<file path="config.mk">
export PLATFORM = sky130hd
export DESIGN_NAME = sync_sram_req_ctrl
export DESIGN_NICKNAME = d
export VERILOG_FILES = /design/src/rtl/sync_sram_req_ctrl.sv
export SDC_FILE = /design/constraint.sdc
export NUM_CORES = 1
export LEC_CHECK = 0
export ABC_AREA = 1
export CAP_MARGIN = 10
export CORE_MARGIN = 8
export CORE_UTILIZATION = 35
export CTS_BUF_LIST = sky130_fd_sc_hd__clkbuf_4 sky130_fd_sc_hd__clkbuf_8 sky130_fd_sc_hd__clkbuf_16
export DETAILED_ROUTE_END_ITERATION = 6
export PLACE_DENSITY = 0.7
export SYNTH_ARGS = -nofsm -noshare
export SYNTH_HDL_FRONTEND = slang
export SYNTH_SLANG_ARGS = --single-unit
</file>
<file path="constraint.sdc">
create_clock -name clk -period 7.7 [get_ports clk]
set_input_delay 1.54 -clock clk [delete_from_list [all_inputs] [get_ports clk]]
set_output_delay 1.54 -clock clk [all_outputs]
set_load 0.05 [all_outputs]
</file>
<file path="src/rtl/sync_sram_req_ctrl.sv">
// rtl/sync_sram_req_ctrl.sv - requester-side val/rdy controller for a 1rw synchronous-read SRAM
module sync_sram_req_ctrl #(
    parameter int p_data_nbits = 32,
    parameter int p_num_entries = 256,
    localparam int c_addr_nbits = $clog2(p_num_entries),
    localparam int c_data_nbytes = (p_data_nbits + 7) / 8
) (
    input  logic                     clk,
    input  logic                     reset,
    input  logic                     req_val,
    output logic                     req_rdy,
    input  logic                     req_type,
    input  logic [c_addr_nbits-1:0]  req_addr,
    input  logic [c_data_nbytes-1:0] req_byte_en,
    input  logic [p_data_nbits-1:0]  req_data,
    output logic                     resp_val,
    input  logic                     resp_rdy,
    output logic                     resp_type,
    output logic [p_data_nbits-1:0]  resp_data,
    output logic                     sram_read_en,
    output logic [c_addr_nbits-1:0]  sram_read_addr,
    input  logic [p_data_nbits-1:0]  sram_read_data,
    output logic                     sram_write_en,
    output logic [c_data_nbytes-1:0] sram_write_byte_en,
    output logic [c_addr_nbits-1:0]  sram_write_addr,
    output logic [p_data_nbits-1:0]  sram_write_data
);

    logic                    req_fire;
    logic                    inflight_val;
    logic                    inflight_type;
    logic [1:0]              buf_count;
    logic                    buf_head;
    logic                    buf_tail;
    logic                    buf_type [2];
    logic [p_data_nbits-1:0] buf_data [2];
    logic                    buf_empty;
    logic [1:0]              occupancy;
    logic                    cand_type;
    logic [p_data_nbits-1:0] cand_data;
    logic                    enq;
    logic                    deq;

    // Buffer entries plus the read in flight must fit in two slots, so the
    // one-cycle SRAM data always has somewhere to land.
    assign buf_empty = (buf_count == 2'd0);
    assign occupancy = buf_count + {1'b0, inflight_val};
    assign req_rdy   = reset & (occupancy < 2'd2);
    assign req_fire  = req_val & req_rdy;

    assign sram_read_en       = req_fire & ~req_type;
    assign sram_write_en      = req_fire & req_type;
    assign sram_read_addr     = req_addr;
    assign sram_write_addr    = req_addr;
    assign sram_write_data    = req_data;
    assign sram_write_byte_en = (req_fire & req_type) ? req_byte_en : '0;

    assign cand_type = inflight_type;
    assign cand_data = inflight_type ? '0 : sram_read_data;

    assign resp_val  = reset & (~buf_empty | inflight_val);
    assign resp_type = buf_empty ? cand_type : buf_type[buf_head];
    assign resp_data = buf_empty ? cand_data : buf_data[buf_head];

    assign deq = resp_val & resp_rdy & ~buf_empty;
    assign enq = inflight_val & ~(buf_empty & resp_rdy);

    always_ff @(posedge clk) begin
        if (!reset) begin
            inflight_val <= 1'b0;
            buf_count    <= 2'd0;
            buf_head     <= 1'b0;
            buf_tail     <= 1'b0;
        end else begin
            inflight_val  <= req_fire;
            inflight_type <= req_type;
            if (enq) begin
                buf_tail <= ~buf_tail;
            end
            if (deq) begin
                buf_head <= ~buf_head;
            end
            case ({enq, deq})
                2'b10:   buf_count <= buf_count + 2'd1;
                2'b01:   buf_count <= buf_count - 2'd1;
                default: buf_count <= buf_count;
            endcase
        end
    end

    always_ff @(posedge clk) begin
        if (reset && enq) begin
            buf_type[buf_tail] <= cand_type;
            buf_data[buf_tail] <= cand_data;
        end
    end

    // Protocol checks; an out-of-range address is left unmasked on purpose.
    always @(posedge clk) begin
        if (reset) begin
            assert (!$isunknown(req_val));
            assert (!$isunknown(resp_rdy));
            if (req_fire) begin
                assert (!$isunknown(req_type));
                assert (!$isunknown(req_addr));
                assert (32'(req_addr) < p_num_entries);
            end
            assert (buf_count <= 2'd2);
        end
    end

endmodule

</file>
Word level (Yosys, flattened, before mapping)
Memory sizes are Yosys's and may differ from the RTL's. A register that Yosys moved wholly into a read port is not among the register bits.
Cells that the tools add are included.

cells by class
  $add $sub $neg = 3
  $lt $le $gt $ge = 1
  equality and inequality tests = 2
  mux-type cells = 11
  bitwise gates (word level) = 15
  reduce and logical (&&, ||, !) cells = 3

operator list
  cell                                                                count
  32-bit 2-to-1 mux                                                   2
  1-bit AND                                                           9
  1-bit 2-to-1 mux                                                    7
  1-bit inverter                                                      5
  4-bit 2-to-1 mux                                                    1
  2-bit one-hot mux with 2 select lines                               1
  2-bit by 1-bit adder with 2-bit output                              1
  2-bit by 1-bit adder with 2-bit output, second input constant       1
  2-bit by 1-bit == test with 1-bit output, second input constant     1
  2-bit == test, second input constant                                1
  2-bit zero test                                                     1
  2-bit < comparator, second input constant                           1
  2-bit nonzero test                                                  1
  2-bit by 1-bit subtractor with 2-bit output, second input constant  1
  1-bit logical AND                                                   1
  1-bit OR                                                            1

storage, ports and cells
  bits in registers = 6
  memory bits (writable) = 66
  input port bits = 81
  output and inout port bits = 89
  word-level logic and storage cells = 42
  memories = 2

memories
  memory    words  width  rd ports  clocked after memory_dff  wr ports  line  source
  buf_data  2      32     1         1                         1         36    logic [p_data_nbits-1:0] buf_data [2];
  buf_type  2      1      1         1                         1         35    logic buf_type [2];

Logic depth before layout (Yosys ltp)
  depth in word-level cells = 8
  mapped depth = 9
  mapped depth without buffers = 9

Worst setup path after synthesis
No wires, ideal clock.

  path type = input to output
  from = in sram_read_data[0]
  to = out resp_data[0]
  arrival time = 2.552 ns
  data required time = 6.160 ns
  slack = 3.608 ns
  cell stages on the path = 4
  buffers on the path = 0
  cell sequence = inv_1 -> nor2_1 -> nor2_1 -> a31oi_1

between the ends
  cells in the longest elaborated chain, start to end = 2

ends and longest elaborated chain
  item                    line  source
  start: declaration      22    input logic [p_data_nbits-1:0] sram_read_data,
  32-bit 2-to-1 mux       59    assign cand_data = inflight_type ? '0 : sram_read_data;
  named net cand_data[0]  40    logic [p_data_nbits-1:0] cand_data;
  32-bit 2-to-1 mux       63    assign resp_data = buf_empty ? cand_data : buf_data[buf_head];
  end: declaration        19    output logic [p_data_nbits-1:0] resp_data,

The timed path passes the listed nets, and every way through them passes these cells.

Final worst setup path
  from = in reset
  to = out sram_write_byte_en[3]

between the ends
  cells in the longest elaborated chain, start to end = 4

ends and longest elaborated chain
  item                line  source
  start: declaration  9     input logic reset,
  1-bit AND           48    assign req_rdy = reset & (occupancy < 2'd2);
  1-bit AND           49    assign req_fire = req_val & req_rdy;
  1-bit AND           56    assign sram_write_byte_en = (req_fire & req_type) ? req_byte_en : '0;
  4-bit 2-to-1 mux    56
  end: declaration    24    output logic [c_data_nbytes-1:0] sram_write_byte_en,

Every way passes these cells.

==> results.cfg <==
[synth]
syn_area_um2 = 3650
ys_dominant_reg_cell = edfxtp_1
synth.net_count = 467
synth_largest_area_cell = edfxtp_1
syn_inst = 385
ys_seq_area_share_pct = 58.4
synth_area_leaders = edfxtp_1, buf_4, nor2_1, nand2_1, a31oi_1
ys_types = 21
synth_top_area_share_pct = 55.1
yosys.cell_count.top_type = nor2_1
synth_edf_count = 67
netlist_top_cells_count = nor2_1, nand2_1, edfxtp_1
avgSynthCellArea_um2 = 9.49
ys_async_sr_fraction_pct = 0
ys_ff_latch = 73
yosys_warnings = 0

[clock_network]
cts_buffer_depth = 2
tritoncts = done
cts_inserted_buffers = 9
clkTransAtPathRegs_ns = 0.07
post_cts_buffers = 0
cts.sinks = 73
clk_latency_ns = 0.33
cts_hold_buf = 0
cts_root_buf = clkbuf_8
cts_resized = 0
cts_max_level = 3

[route]
dr.first_iter.drc_count = 129
viasPerCell = 4.52
drc = 0
firstDrtPassIters = 4
ant_nets = 0
vias = 2500
drt_wl_total_mm = 7.76
avgRoutedWirePerCell_um = 14.0

[setup_path]
crit_chain = clkdlybuf4s50_1 -> inv_1 -> a21oi_2 -> nand4_2 -> nor2_1 -> clkdlybuf4s50_1
cpLargestDelayFamily = buffers and inverters
rr_endpoint = buf_data[0][27]$_DFFE_PP_
crit_slowest_cell = clkdlybuf4s50_1
path_class = input port to output pin
r2r_slack_ns = 5.54
cp_max_fo = 6
setup.worst_path.start_class = input port
worstSetupEndpointType = output pin
ff2ff_path_depth = 5
required_ns = 6.16
cp_common_cell = clkdlybuf4s50_1
reg2reg_from = buf_count[1]$_SDFFE_PN0P_
slowest_delay_ns = 0.83
worst_ep_arrival_time_ns = 3.55
critPathBufInv = 3

[worst_hold_path]
min_delay_path_depth = 3
worstHoldStart = buf_head$_SDFFE_PN0P_
min_path_type = flip-flop to flip-flop

[timing]
whs_ns = 0.541
fmax_mhz = 196
finClkSkew_ns = 0.0139
relSlewSlack_pct = 23.9
finalCriticalPeriod_ns = 5.09
setup-violations-final = 0
fin_crit_sh_pct = 66.1
tightest_slew_ns = 1.14
tns_ns = 0
finalHoldViolations = 0
slew_viol_final = 0
rsz0062_at_grt = false

[finish]
drive_gt1_share_pct = 4.80
layout.nets = 496
antenna_cells = 0
finish.utilization_pct = 42.5
area_delta_synth_final_pct = 19.2

[pwr]
power_density_nw_per_um2 = 245
clockPowerShare_pct = 23.3
irDropWorstVdd_mv = 0.109
power_w = 0.00107
pwr-share-comb_pct = 34.3
leakagePower_nw = 1.71
sw_frac_of_total_pct = 35.8
power.switching_w = 0.000381
internal-power_w = 0.000685
p_seq_share_pct = 42.3

[floorplan]
start_util_pct = 35.7
ios = 170
fp.dieW_um = 118
fp.dieH_um = 118
die_area_um2 = 14000
coreArea_um2 = 10200
rows = 37

[placed_design]
place_congestion = 0.740
dp_hpwl_mm = 5.21
port_buffers = 81

[global_routing]
grt_pass1_vias = 2584
antenna_found_initial = 0
overflow = 0
grt_max_degree = 66
grt_pass1_wl_mm = 13.0
grtUsageTotal_pct = 11.2

[status]
status = finished, final reports clean

[flow_run]
maxCapViolations = 0
state kept, by name (all words and copies together), names as in the netlist, named ones only:
signal and count:
inflight_val 1, buf_head 1, buf_count 2, buf_data 64, buf_tail 1, cand_type 1, buf_type 2
power by group through the flow:
stage	combinational (W)	clock (W)	sequential, W
finish	0.000366	0.000249	0.000452
global route	0.000392	0.000277	0.000453
CTS	0.000371	0.000258	0.000452
detailed placement	0.000369	0	0.000461
global placement	0.000366	0	0.000460
floorplan	0.000320	0	0.000458
final cells by class:
class,instances,area [um2]
well taps,136,170
fillers,1006,5880
repair buffers,84,833
clock inverters,2,7.51
inverters,50,188
flip-flops and latches,73,2130
multi-input cells,196,876
clock buffers,12,146
worst register-to-register path, stage by stage, from the launching register on:
cell and delay (ns):
dfxtp_1 0.46, nor2_4 0.09, a21oi_1 0.22, nand3_1 0.12
inv_1 0.55, buf_4 0.39
placed cells by master (no fill, tap or decap):
cell type	n
nand3_1	3
inv_1	49
clkbuf_4	3
buf_4	3
a21oi_1	5
nor3_1	1
nand2_1	72
inv_2	1
clkdlybuf4s50_1	81
nor2_1	74
xor2_1	1
nand4_2	1
edfxtp_1	67
a31oi_1	32
o21ai_0	2
dfxtp_1	6
nor2_4	2
ha_1	1
a21oi_2	1
clkinv_1	2
nand3b_1	1
clkbuf_8	9
stage by stage:
stage | instance area, um2 | setup slack [ns] | instances
floorplan | 3650 | 3.61 | 385
global placement | 4200 | 2.68 | 539
detailed placement | 4200 | 2.61 | 539
CTS | 4350 | 2.59 | 553
global route | 4350 | 2.43 | 553
finish | 4350 | 2.61 | 553
worst max path at each step:
stage,from,end,slack [ns],cells after the start
2_1_floorplan,sram_read_data[0],resp_data[0],3.61,4
5_1_grt,reset,sram_write_byte_en[3],2.43,6
3_3_place_gp,reset,sram_write_byte_en[1],2.68,6
4_1_cts,reset,sram_write_byte_en[3],2.59,6
6_report,reset,sram_write_byte_en[3],2.61,6
3_5_place_dp,reset,sram_write_byte_en[3],2.61,6
logic make-up (layout without fill, tap and decap cells):
group                    Yosys count  after routing  synth area share [%]
AND/OR/NAND/NOR                  154            154                  16.5
buffers and inverters            116            148                  17.8
XOR/XNOR                           1              1                 0.240
AO/OA/AOI/OAI                     40             40                  6.68
flip-flops                        73             73                  58.4
adder cells (fa/ha/maj)            1              1                 0.343
metal layers:
metal  part of all wire [%]  wire [um]  track usage (%)
met1                     43       3370             13.2
met2                     48       3690             17.9
met3                    7.9        614             4.52
met4                    1.0         80             4.72
met5                      0          0                0
(Power assumes the default switching activity.)
